--- src/rtl/fetch_queue.sv ---
// Instruction-fetch unit: owns the fetch PC, keeps at most one memory request in
// flight, and buffers returned {pc, inst} pairs in a small FIFO feeding decode.
module fetch_queue #(
  parameter int unsigned     XLEN     = 32,
  parameter logic [XLEN-1:0] RESET_PC = '0,
  parameter int unsigned     DEPTH    = 4
) (
  input  logic            clk,
  input  logic            rst_n,
  input  logic            redirect_valid,
  input  logic [XLEN-1:0] redirect_pc,
  output logic            imem_req_valid,
  input  logic            imem_req_ready,
  output logic [XLEN-1:0] imem_req_addr,
  input  logic            imem_rsp_valid,
  input  logic [XLEN-1:0] imem_rsp_data,
  output logic            out_valid,
  input  logic            out_ready,
  output logic [XLEN-1:0] out_pc,
  output logic [XLEN-1:0] out_inst,
  output logic [XLEN-1:0] out_next_pc
);

  localparam int unsigned     PTRW    = (DEPTH > 1) ? $clog2(DEPTH) : 1;
  localparam int unsigned     CNTW    = PTRW + 1;
  localparam logic [CNTW:0]   DEPTH_C = (CNTW + 1)'(DEPTH);
  localparam logic [XLEN-1:0] WORD    = XLEN'(4);

  logic [XLEN-1:0] fetchPc_q, fetchPc_d;
  logic [XLEN-1:0] reqPc_q, reqPc_d;
  logic            outstanding_q, outstanding_d;
  logic            drop_q, drop_d;
  logic [PTRW-1:0] wrPtr_q, wrPtr_d;
  logic [PTRW-1:0] rdPtr_q, rdPtr_d;
  logic [CNTW-1:0] count_q, count_d;
  logic [XLEN-1:0] pcMem_q   [DEPTH];
  logic [XLEN-1:0] instMem_q [DEPTH];

  logic space;
  logic reqFire;
  logic rspFire;
  logic push;
  logic pop;

  // Space counts the in-flight request so a pending response always has a slot.
  assign space   = ({1'b0, count_q} + {{CNTW{1'b0}}, outstanding_q}) < DEPTH_C;
  assign imem_req_valid = rst_n && !redirect_valid
                       && (!outstanding_q || imem_rsp_valid) && space;
  assign imem_req_addr  = {fetchPc_q[XLEN-1:2], 2'b00};

  assign reqFire = imem_req_valid && imem_req_ready;
  assign rspFire = outstanding_q && imem_rsp_valid;
  assign push    = rspFire && !drop_q && !redirect_valid;
  assign out_valid = (count_q != '0);
  assign pop     = out_valid && out_ready && !redirect_valid;

  assign out_pc      = out_valid ? pcMem_q[rdPtr_q]   : '0;
  assign out_inst    = out_valid ? instMem_q[rdPtr_q] : '0;
  assign out_next_pc = out_valid ? (pcMem_q[rdPtr_q] + WORD) : '0;

  always_comb begin
    fetchPc_d     = fetchPc_q;
    reqPc_d       = reqPc_q;
    outstanding_d = outstanding_q;
    drop_d        = drop_q;
    wrPtr_d       = wrPtr_q;
    rdPtr_d       = rdPtr_q;
    count_d       = count_q;

    // A redirect flushes the queue and squashes whatever response is still owed.
    if (redirect_valid) begin
      fetchPc_d = {redirect_pc[XLEN-1:2], 2'b00};
      wrPtr_d   = '0;
      rdPtr_d   = '0;
      count_d   = '0;
      if (rspFire) begin
        outstanding_d = 1'b0;
        drop_d        = 1'b0;
      end else if (outstanding_q) begin
        drop_d = 1'b1;
      end
    end else begin
      if (reqFire) begin
        reqPc_d   = fetchPc_q;
        fetchPc_d = fetchPc_q + WORD;
      end
      if (rspFire) begin
        drop_d = 1'b0;
      end
      if (reqFire) begin
        outstanding_d = 1'b1;
      end else if (rspFire) begin
        outstanding_d = 1'b0;
      end
      if (push) begin
        wrPtr_d = wrPtr_q + PTRW'(1);
      end
      if (pop) begin
        rdPtr_d = rdPtr_q + PTRW'(1);
      end
      if (push && !pop) begin
        count_d = count_q + CNTW'(1);
      end else if (pop && !push) begin
        count_d = count_q - CNTW'(1);
      end
    end
  end

  always_ff @(posedge clk) begin
    if (!rst_n) begin
      fetchPc_q     <= RESET_PC;
      reqPc_q       <= '0;
      outstanding_q <= 1'b0;
      drop_q        <= 1'b0;
      wrPtr_q       <= '0;
      rdPtr_q       <= '0;
      count_q       <= '0;
    end else begin
      fetchPc_q     <= fetchPc_d;
      reqPc_q       <= reqPc_d;
      outstanding_q <= outstanding_d;
      drop_q        <= drop_d;
      wrPtr_q       <= wrPtr_d;
      rdPtr_q       <= rdPtr_d;
      count_q       <= count_d;
    end
  end

  // Storage needs no reset; the outputs are masked while the queue is empty.
  always_ff @(posedge clk) begin
    if (push) begin
      pcMem_q[wrPtr_q]   <= reqPc_q;
      instMem_q[wrPtr_q] <= imem_rsp_data;
    end
  end

endmodule

--- config.mk ---
export PLATFORM = sky130hd
export DESIGN_NAME = fetch_queue
export DESIGN_NICKNAME = d
export VERILOG_FILES = /design/src/rtl/fetch_queue.sv
export SDC_FILE = /design/constraint.sdc
export NUM_CORES = 1
export LEC_CHECK = 0
export ABC_AREA = 1
export ABC_CLOCK_PERIOD_IN_PS = 7400
export BUFFER_PORTS_ARGS = -buffer_cell sky130_fd_sc_hd__buf_2
export CAP_MARGIN = 15
export CORE_MARGIN = 2
export CORE_UTILIZATION = 62
export DETAILED_ROUTE_END_ITERATION = 8
export PLACE_DENSITY = 0.83
export SETUP_SLACK_MARGIN = 0.4
export SYNTH_ARGS = -nofsm -noshare
export SYNTH_HDL_FRONTEND = slang
export SYNTH_SLANG_ARGS = --single-unit
--- constraint.sdc ---
create_clock -name clk -period 7.4 [get_ports clk]
set_input_delay 0 -clock clk [delete_from_list [all_inputs] [get_ports clk]]
set_output_delay 0 -clock clk [all_outputs]
set_load 0.01 [all_outputs]
==> impl_metrics.env, run 1 <==
export IMPL_required_ps=7400
export IMPL_max_slew_margin=0.3274
export IMPL_timing_final_setup_violations=0
export IMPL_grt_overflow=0
export IMPL_vias=12410
export IMPL_via_count_of_the_first_global_routing_pass=11640
export IMPL_cap_violations=0
export IMPL_clk_pin_slew_worst_paths_ps=60
export IMPL_critical_path_class="register to output port"
export IMPL_hp_class="primary input to register"
export IMPL_die_width_um=158.5
export IMPL_htreeDepth=1
export IMPL_clock_sink_count=319
export IMPL_unrepaired_setup_endpoints_after_global_routing="false"
export IMPL_critical_r2r_launch="count_q[0]$_SDFFE_PP0P_"
export IMPL_yosys_warnings=0
export IMPL_rows=56
export IMPL_seq_area_frac_synth=0.5990
export IMPL_worst_pin_slew_ps=1006
export IMPL_synth_seq_cells=319
export IMPL_holdPathStages=3
export IMPL_cellPowerDensity_nw_per_um2=205.6
export IMPL_power_leakage_nw=7.173
export IMPL_final_nets=1980
export IMPL_syn_area_per_cell_um2=8.856
export IMPL_worstHoldStart="redirect_valid"
export IMPL_synth_cell_types=40
export IMPL_worst_ep_arrival_ps=3880
export IMPL_drc_errors=0
export IMPL_slew_violations=0
export IMPL_library_cell_used_as_clock_root_buffer="clkbuf_16"
export IMPL_hold_viol_final=0
export IMPL_dominantRegCellSynth="edfxtp_1"
export IMPL_netlist_instances=1672
export IMPL_critical_path_maximum_fanout=82
export IMPL_clockBufferDepth=3
export IMPL_die_area_um2=25130
export IMPL_grt_usage=0.2867
export IMPL_period_needed_ps=3883
export IMPL_totalWireLength_um=36810
export IMPL_area_growth_pct=18.57
export IMPL_worst_r2r_path_depth=11
export IMPL_max_clk_rate_mhz=257.6
export IMPL_drt_wirelength_per_cell_um=16.40
export IMPL_reg2reg_to="count_q[2]$_SDFFE_PP0P_"
export IMPL_number_of_vias_per_cell=5.526
export IMPL_async_sr_flop_fraction=0
export IMPL_drt_pre_antenna_iters=6
export IMPL_run_status="complete, no violations"
export IMPL_vdd_ir_drop_worst_uv=207.9
export IMPL_synth_edf_count=248
export IMPL_skew_ps=16.24
export IMPL_ant_nets=0
export IMPL_reg2reg_setup_slack_ps=4080
export IMPL_fillCellCount=1656
export IMPL_initialDrtViolationCount=1171
export IMPL_tritoncts_num_buffers=30
export IMPL_design_portCount=200
export IMPL_post_route_period_util=0.5247
export IMPL_port_buffers=191
export IMPL_hold_worst_slack_ps=53.71
export IMPL_syn_area_um2=14810
export IMPL_number_of_buffers_added_for_setup_after_cts=0
export IMPL_grt_first_pass_wirelength_um=56150
export IMPL_cts_tree="yes"
export IMPL_insertedDiodeCount=0
export IMPL_antenna_violations_before_repair=0
export IMPL_placeableCoreArea_um2=23470
export IMPL_layout_common_cells="nand2_1 (509), nor2_1 (266), edfxtp_1 (248)"
export IMPL_clock_insertion_delay_worst_skew_ps=560
export IMPL_routabilityCongestion=0.9172
export IMPL_most_frequent_standard_cell_in_the_layout_excluding_fill_and_tap_cells="nand2_1"
export IMPL_startpoint_type="register"
export IMPL_floorplan_die_height_um=158.5
export IMPL_crit_path_end_kind="output port"
export IMPL_holdPathEnd="fetchPc_q[5]$_SDFFE_PN0P_"
export IMPL_initial_core_util=0.6308
export IMPL_grt_start_max_net_pins=133
export IMPL_post_route_setup_tns_ps=0
export IMPL_dp_final_hpwl_um=21960
export IMPL_post_route_cells_drive_above_1_share=0.1449
synthesized netlist by cell type (11+ instances only):
cell type | n | share of area
a21oi_1 | 91 | 0.031
a31oi_1 | 11 | 0.0046
buf_2 | 23 | 0.0078
buf_4 | 14 | 0.0071
clkbuf_1 | 32 | 0.0081
dfxtp_1 | 71 | 0.096
edfxtp_1 | 248 | 0.50
inv_1 | 102 | 0.026
nand2_1 | 509 | 0.13
nand3_1 | 95 | 0.032
nor2_1 | 270 | 0.068
nor3_1 | 16 | 0.0054
o21ai_0 | 100 | 0.034
per-layer routing:
metal,GRT usage,vias up,part of all wire
li1,-,5980,-
met1,0.3897,5769,0.42
met2,0.4826,602,0.47
met3,0.04164,55,0.092
met4,0.08795,0,0.019
met5,0,-,0
cell families after synthesis:
logic type,after synthesis,synth area share
xor+xnor,15,0.008873
simple gates,920,0.2491
fa+ha+maj,8,0.007267
buf+inv,191,0.05797
other cells,1,0.0002533
compound gates,218,0.07757
flops,319,0.5990
timing repair:
action / 4_1_cts / 5_1_grt
resized for setup: 0 / 0
hold endpoints to repair: 173 / 0
hold buffers: 76 / 0
endpoints found under the setup margin: 0 / 0
cell type report:
class | count | area [um2] | area share
well taps | 319 | 399.1 | 0.02273
clock buffers | 49 | 903.4 | 0.05145
multi-input cells | 1167 | 5134 | 0.2924
flip-flops and latches | 319 | 8874 | 0.5054
clock inverters | 7 | 50.05 | 0.002851
repair buffers | 276 | 1784 | 0.1016
inverters | 108 | 412.9 | 0.02352
worst max-delay path, stage by stage, from the launching register on:
cell     delay, ps
dfxtp_4        730
buf_4          760
nand2_1        160
nand2_1        110
nand2_1         50
nand2_1        200
ha_1           210
nand2_1         80
nor2_1         140
nand2_1        150
nor2_1         310
nand3_1        110
nand2_1         70
nor2_1          70
buf_2          140
registers in the layout (all words and copies together), names as in the netlist, named ones only:
register       count
instMem_q        128
pcMem_q          120
fetchPc_q         30
reqPc_q           30
count_q            3
rdPtr_q            2
wrPtr_q            2
drop_q             1
outstanding_q      1
how the worst max path moves through the flow:
stage | startpoint | cells after the start | endpoint
after CTS | register | 14 | out_next_pc[26]
after global routing | register | 14 | out_next_pc[26]
final | register | 14 | out_next_pc[22]
after detailed placement | count_q[0]$_SDFFE_PP0P_ | 11 | count_q[2]$_SDFFE_PP0P_
after floorplan | outstanding_q$_SDFF_PN0_ | 4 | instMem_q[0][0]$_DFFE_PP_
after global placement | count_q[2]$_SDFFE_PP0P_ | 11 | count_q[2]$_SDFFE_PP0P_
per-stage QoR:
stage                       util  total power [mW]  instances  worst slack, ps  area [um2]
final                     0.7480             3.610       2245             3517       17560
after global routing      0.7480             3.713       2245             3195       17560
after CTS                 0.7480             3.616       2245             3568       17560
after detailed placement  0.6749             2.143       2113             4106       15840
after global placement    0.6749             2.138       2113             4167       15840
after floorplan                -             2.080       1677             3567       14830
power by group:
part | internal [mW] | switching [mW] | leakage [nW]
Sequential | 1.94 | 0.0252 | 2.71
Combinational | 0.0773 | 0.102 | 3.99
Clock | 0.833 | 0.633 | 0.475
Note: power is estimated with default switching activity, not from simulation.
==> run 2: changes to the inputs <==
- ABC_CLOCK_PERIOD_IN_PS: 7400 -> 3500
- CORE_UTILIZATION: 62 -> 52
- PLACE_DENSITY: 0.83 -> 0.74
- clock period: 7.4 -> 3.5 ns (I/O delays scaled with it)
==> impl_metrics.env, run 2 (synthesis gave the netlist of run 1 again) <==
export IMPL_unrepaired_setup_endpoints_after_global_routing="false"
export IMPL_dp_worst_setup_slack_ps=831.7
export IMPL_max_clk_rate_mhz=358.1
export IMPL_max_slew_margin=0.4550
export IMPL_initial_core_util=0.5301
export IMPL_insertedDiodeCount=0
export IMPL_worst_ep_arrival_ps=2790
export IMPL_hp_class="primary input to register"
export IMPL_vdd_ir_drop_worst_uv=282.0
export IMPL_holdPathEnd="fetchPc_q[15]$_SDFFE_PN0P_"
export IMPL_post_route_cells_drive_above_1_share=0.1504
export IMPL_antenna_violations_before_repair=1
export IMPL_htreeDepth=2
export IMPL_cellPowerDensity_nw_per_um2=448.8
export IMPL_crit_path_end_kind="output port"
export IMPL_reg2reg_to="fetchPc_q[31]$_SDFFE_PN0P_"
export IMPL_reg_largest_list="instMem_q x128, pcMem_q x120"
export IMPL_number_of_vias_per_cell=5.310
export IMPL_port_buffers=191
export IMPL_drc_errors=0
export IMPL_worst_r2r_path_depth=14
export IMPL_critical_r2r_launch="outstanding_q$_SDFF_PN0_"
export IMPL_hold_worst_slack_ps=61.48
export IMPL_dp_cells=2180
export IMPL_dp_final_hpwl_um=23120
export IMPL_placeableCoreArea_um2=27930
export IMPL_design_portCount=200
export IMPL_grt_overflow=0
export IMPL_period_needed_ps=2792
export IMPL_die_area_um2=29840
export IMPL_holdPathStages=3
export IMPL_floorplan_die_height_um=172.7
export IMPL_largest_register="instMem_q"
export IMPL_die_width_um=172.7
export IMPL_grt_usage=0.2475
export IMPL_grt_start_max_net_pins=83
export IMPL_post_route_period_util=0.7978
export IMPL_worst_pin_slew_ps=817.5
export IMPL_clock_insertion_delay_worst_skew_ps=520
export IMPL_skew_ps=33.03
export IMPL_layout_common_cells="nand2_1 (509), nor2_1 (266), edfxtp_1 (248)"
export IMPL_ant_nets=0
export IMPL_critical_path_maximum_fanout=33
export IMPL_power_leakage_nw=7.312
export IMPL_vias=12320
export IMPL_utilization_after_layout=0.6428
export IMPL_worstHoldStart="redirect_valid"
export IMPL_startpoint_type="register"
export IMPL_clock_sink_count=319
export IMPL_post_route_cell_area_um2=17960
export IMPL_via_count_of_the_first_global_routing_pass=11740
export IMPL_most_frequent_standard_cell_in_the_layout_excluding_fill_and_tap_cells="nand2_1"
export IMPL_design_power_total_mw=8.059
export IMPL_hold_viol_final=0
export IMPL_slew_violations=0
export IMPL_tritoncts_num_buffers=34
export IMPL_routabilityCongestion=0.9012
export IMPL_area_growth_pct=21.27
export IMPL_final_nets=1994
export IMPL_cts_tree="yes"
export IMPL_required_ps=3500
export IMPL_post_route_worst_setup_slack_ps=707.7
export IMPL_rows=61
export IMPL_clockBufferDepth=3
export IMPL_cap_violations=0
export IMPL_drt_wirelength_per_cell_um=16.35
export IMPL_critical_path_class="register to output port"
export IMPL_initialDrtViolationCount=1113
export IMPL_clk_pin_slew_worst_paths_ps=60
export IMPL_post_route_setup_tns_ps=0
export IMPL_library_cell_used_as_clock_root_buffer="clkbuf_16"
export IMPL_totalWireLength_um=37930
export IMPL_reg2reg_setup_slack_ps=720
export IMPL_grt_first_pass_wirelength_um=59750
export IMPL_layout_cells_non_filler=2320
export IMPL_placed_area_um2=16010
export IMPL_number_of_flip_flops_in_the_largest_register=128
export IMPL_timing_final_setup_violations=0
export IMPL_run_status="complete, no violations"
export IMPL_drt_pre_antenna_iters=6
run 2: worst max-delay path, stage by stage, from the launching register on:
cell and delay (ps):
dfxtp_2 380, inv_4 300, buf_4 340, nand2_1 80
nand2_1 100, nand2_1 80, nor2_1 250, nand2_1 120
nor2_1 210, nand2_1 70, nand2_1 60, inv_1 40
nor2_1 100, buf_2 140
run 2: power breakdown:
part / switching, mW / leakage [nW] / internal, mW / total [mW]
logic: 0.215 / 4.07 / 0.164 / 0.380
registers: 0.0507 / 2.71 / 4.10 / 4.15
clock network: 1.47 / 0.534 / 2.06 / 3.53
run 2: how the worst max path moves through the flow:
stage                                endpoint  slack, ps                      from
global route                  out_next_pc[30]        410                  register
floorplan           instMem_q[0][0]$_DFFE_PP_       -330  outstanding_q$_SDFF_PN0_
global placement              out_next_pc[30]        890                  register
finish                        out_next_pc[24]        710                  register
CTS                           out_next_pc[30]        470                  register
detailed placement            out_next_pc[30]        830                  register
run 2: layout make-up:
| class | count | area, um2 |
|---|---|---|
| Clock inverter | 18 | 175.2 |
| Inverter | 108 | 426.7 |
| Timing Repair Buffer | 286 | 1943 |
| Fill cell | 2242 | 9978 |
| Tap cell | 378 | 473.0 |
| Sequential cell | 319 | 8874 |
| Multi-Input combinational cell | 1167 | 5134 |
| Clock buffer | 44 | 930.9 |
run 2: metal layers:
layer  global-route usage  part of all wire  vias up  routed length (um)
met5                    0                 0        -                   0
met4              0.06992             0.021        0                 789
met2               0.4076              0.47      497               18000
li1                     -                 -     6021                   -
met3              0.03496             0.080       67                3019
met1               0.3451              0.43     5734               16120
run 2: what timing repair did:
action | in CTS | in global routing
hold endpoints to repair | 171 | 0
resized for setup | 1 | 9
cloned | 0 | 1
hold buffers | 75 | 0
setup buffers | 1 | 1
setup endpoints to repair | 9 | 16
==> run 3: changes to the inputs <==
- ABC_AREA: 1 -> 0
- ABC_CLOCK_PERIOD_IN_PS: 3500 -> 2610
- CORE_UTILIZATION: 52 -> 57
- PLACE_DENSITY: 0.74 -> 0.78
- clock period: 3.5 -> 2.61 ns (I/O delays scaled with it)
==> impl_metrics.env, run 3 <==
export IMPL_post_route_cell_area_um2=18190
export IMPL_tritoncts_num_buffers=31
export IMPL_synth_top_cell_area_share=0.5474
export IMPL_largest_register="instMem_q"
export IMPL_dominantRegCellSynth="edfxtp_1"
export IMPL_clock_insertion_delay_worst_skew_ps=550
export IMPL_dp_final_hpwl_um=20650
export IMPL_timing_critical_path_buf_inv=3
export IMPL_timing_final_setup_violations=25
export IMPL_post_route_worst_setup_slack_ps=-443.7
export IMPL_area_growth_pct=33.70
export IMPL_period_needed_ps=3054
export IMPL_insertedDiodeCount=0
export IMPL_clockBufferDepth=3
export IMPL_cp_slowest_cell="or3_4"
export IMPL_cp_depth=8
export IMPL_grt_start_max_net_pins=57
export IMPL_totalWireLength_um=36870
export IMPL_via_count_of_the_first_global_routing_pass=9655
export IMPL_placeableCoreArea_um2=23470
export IMPL_floorplan_die_height_um=158.5
export IMPL_synth_cell_types=64
export IMPL_final_nets=1384
export IMPL_number_of_flip_flops_in_the_largest_register=128
export IMPL_crit_path_end_kind="output port"
export IMPL_rows=56
export IMPL_reg_largest_list="instMem_q x128, pcMem_q x120"
export IMPL_seq_area_frac_synth=0.6519
export IMPL_max_slew_margin=0.5075
export IMPL_initial_core_util=0.5796
export IMPL_drt_wirelength_per_cell_um=22.39
export IMPL_post_route_period_util=1.170
export IMPL_placed_area_um2=15310
export IMPL_critical_r2r_launch="fetchPc_q[3]$_SDFFE_PN0P_"
export IMPL_synth_edf_count=248
export IMPL_required_ps=2610
export IMPL_grt_overflow=0
export IMPL_timing_critical_path_max_delay_family="simple AND/OR/NAND/NOR gates"
export IMPL_ant_nets=0
export IMPL_post_synth_top_area_cell="edfxtp_1"
export IMPL_worst_pin_slew_ps=737.9
export IMPL_drt_pre_antenna_iters=5
export IMPL_post_route_cells_drive_above_1_share=0.3908
export IMPL_run_status="complete, but fails checks"
export IMPL_routabilityCongestion=0.8583
export IMPL_syn_area_um2=13600
export IMPL_hp_class="primary input to register"
export IMPL_vias=9820
export IMPL_failing_checks="setup timing"
export IMPL_cell_chain_of_the_critical_path="buf_4 -> buf_16 -> mux4_2 -> nand4_1 -> or3_4 -> nor4_4 -> mux2_4 -> buf_6"
export IMPL_post_synth_top_count_cell="edfxtp_1"
export IMPL_netlist_instances=966
export IMPL_syn_area_per_cell_um2=14.08
export IMPL_cap_violations=0
export IMPL_setup_worst_path_end="out_next_pc[26]"
export IMPL_antenna_violations_before_repair=0
export IMPL_max_clk_rate_mhz=327.5
export IMPL_async_sr_flop_fraction=0
export IMPL_unrepaired_setup_endpoints_after_global_routing="true"
export IMPL_clk_pin_slew_worst_paths_ps=60
export IMPL_hold_worst_slack_ps=203.1
export IMPL_most_frequent_standard_cell_in_the_layout_excluding_fill_and_tap_cells="edfxtp_1"
export IMPL_library_cell_used_as_clock_root_buffer="clkbuf_16"
export IMPL_cpPeakStageDelay_ps=460
export IMPL_synth_seq_cells=319
export IMPL_yosys_top_cells_area="edfxtp_1 (55%), dfxtp_1 (10%), mux4_2 (8.3%)"
export IMPL_hold_viol_final=0
export IMPL_die_width_um=158.5
export IMPL_vdd_ir_drop_worst_uv=405.5
export IMPL_yosys_top_cells_count="edfxtp_1 (248), nand2_1 (109), dfxtp_1 (71)"
export IMPL_drc_errors=0
export IMPL_clock_sink_count=319
export IMPL_design_portCount=200
export IMPL_slew_violations=0
export IMPL_worst_ep_arrival_ps=3050
export IMPL_critical_path_maximum_fanout=6
export IMPL_grt_usage=0.2730
export IMPL_skew_ps=16.47
export IMPL_power_leakage_nw=6.683
export IMPL_reg2reg_setup_slack_ps=440
export IMPL_htreeDepth=1
export IMPL_worst_r2r_path_depth=6
export IMPL_layout_common_cells="edfxtp_1 (248), buf_2 (162), nand2_1 (106)"
export IMPL_reg2reg_to="fetchPc_q[22]$_SDFFE_PN0P_"
export IMPL_startpoint_type="register"
export IMPL_number_of_vias_per_cell=5.962
export IMPL_port_buffers=191
export IMPL_yosys_warnings=0
export IMPL_cts_tree="yes"
export IMPL_critical_path_class="register to output port"
export IMPL_grt_first_pass_wirelength_um=52520
export IMPL_cellPowerDensity_nw_per_um2=576.0
export IMPL_initialDrtViolationCount=876
export IMPL_die_area_um2=25120
## run 3: cell types whose count changed after synthesis, moves of 9 or more
cell / previous run / this run
or3_1: 0 / 9
a21oi_1: 91 / 58
nand3_1: 95 / 23
nor4_1: 1 / 14
nor2_1: 270 / 61
o21ai_0: 100 / 15
and2_1: 1 / 64
mux4_1: 0 / 12
mux4_2: 0 / 50
nand2_1: 509 / 109
and3_1: 0 / 11
buf_2: 23 / 5
mux2_2: 0 / 11
inv_1: 102 / 19
## run 3: through the flow
stage               power (mW)  utilization  std cells  setup TNS, ps  setup WS (ps)
floorplan                5.821            -        971              0          375.6
global placement         5.989       0.6521       1479              0          47.74
CTS                      10.45       0.7560       1627          -5214         -356.7
global route             10.77       0.7749       1647          -8293         -517.1
detailed placement       6.000       0.6521       1479              0          30.74
finish                   10.48       0.7749       1647          -6489         -443.7
## run 3: timing repair
item,in CTS,in global routing
hold endpoints to repair,162,0
gates resized for setup,130,74
buffers inserted,22,19
hold buffers,68,0
gates cloned,3,1
pin swaps,36,23
endpoints found under the setup margin,78,97
## run 3: how the worst min path moves through the flow
stage | from | endpoint | slack (ps) | cells past startpoint
floorplan | imem_rsp_data[0] | instMem_q[0][0]$_DFFE_PP_ | 100 | 0
global placement | imem_rsp_data[30] | instMem_q[2][30]$_DFFE_PP_ | 220 | 1
detailed placement | imem_rsp_data[25] | instMem_q[1][25]$_DFFE_PP_ | 220 | 1
CTS | imem_req_ready | outstanding_q$_SDFF_PN0_ | 180 | 5
global route | imem_rsp_data[7] | instMem_q[3][7]$_DFFE_PP_ | 220 | 2
finish | imem_rsp_data[8] | instMem_q[0][8]$_DFFE_PP_ | 200 | 2
## run 3: metal layers
metal,up-vias,GRT usage,wire [um]
met5,-,0,0
met3,114,0.04818,3022
met2,592,0.4540,18340
met4,0,0.1244,1563
li1,4336,-,-
met1,4778,0.3544,13940
## run 3: cell type report
type,count,area [um2]
flip-flops and latches,319,8880
inverters,20,85.08
clock buffers,41,838.3
clock inverters,14,173.9
fillers,1233,5284
repair buffers,360,2923
well taps,319,399.1
multi-input cells,574,4890
## run 3: worst register-to-register path: stages, from the launching register on
cell and delay (ps):
dfxtp_1 450, ha_2 270, and4_1 290, buf_4 200, nand2_1 160, or4_1 540, a31oi_1 180
## run 3: kinds of logic (layout without fill, tap and decap cells)
logic type      after synthesis  in the layout  share of synthesized area
simple gates                344            345                     0.1289
other cells                   1              6                  0.0002756
mux                          79             79                     0.1197
flops                       319            319                     0.6519
fa+ha+maj                     8              8                   0.007909
compound gates              120            120                    0.05371
buf+inv                      79            435                    0.02731
xor+xnor                     16             16                    0.01030
## run 3: where the power goes
part           switching [mW]  internal, mW
Sequential             0.0597          5.48
Combinational           0.245         0.224
Clock                    1.83          2.64
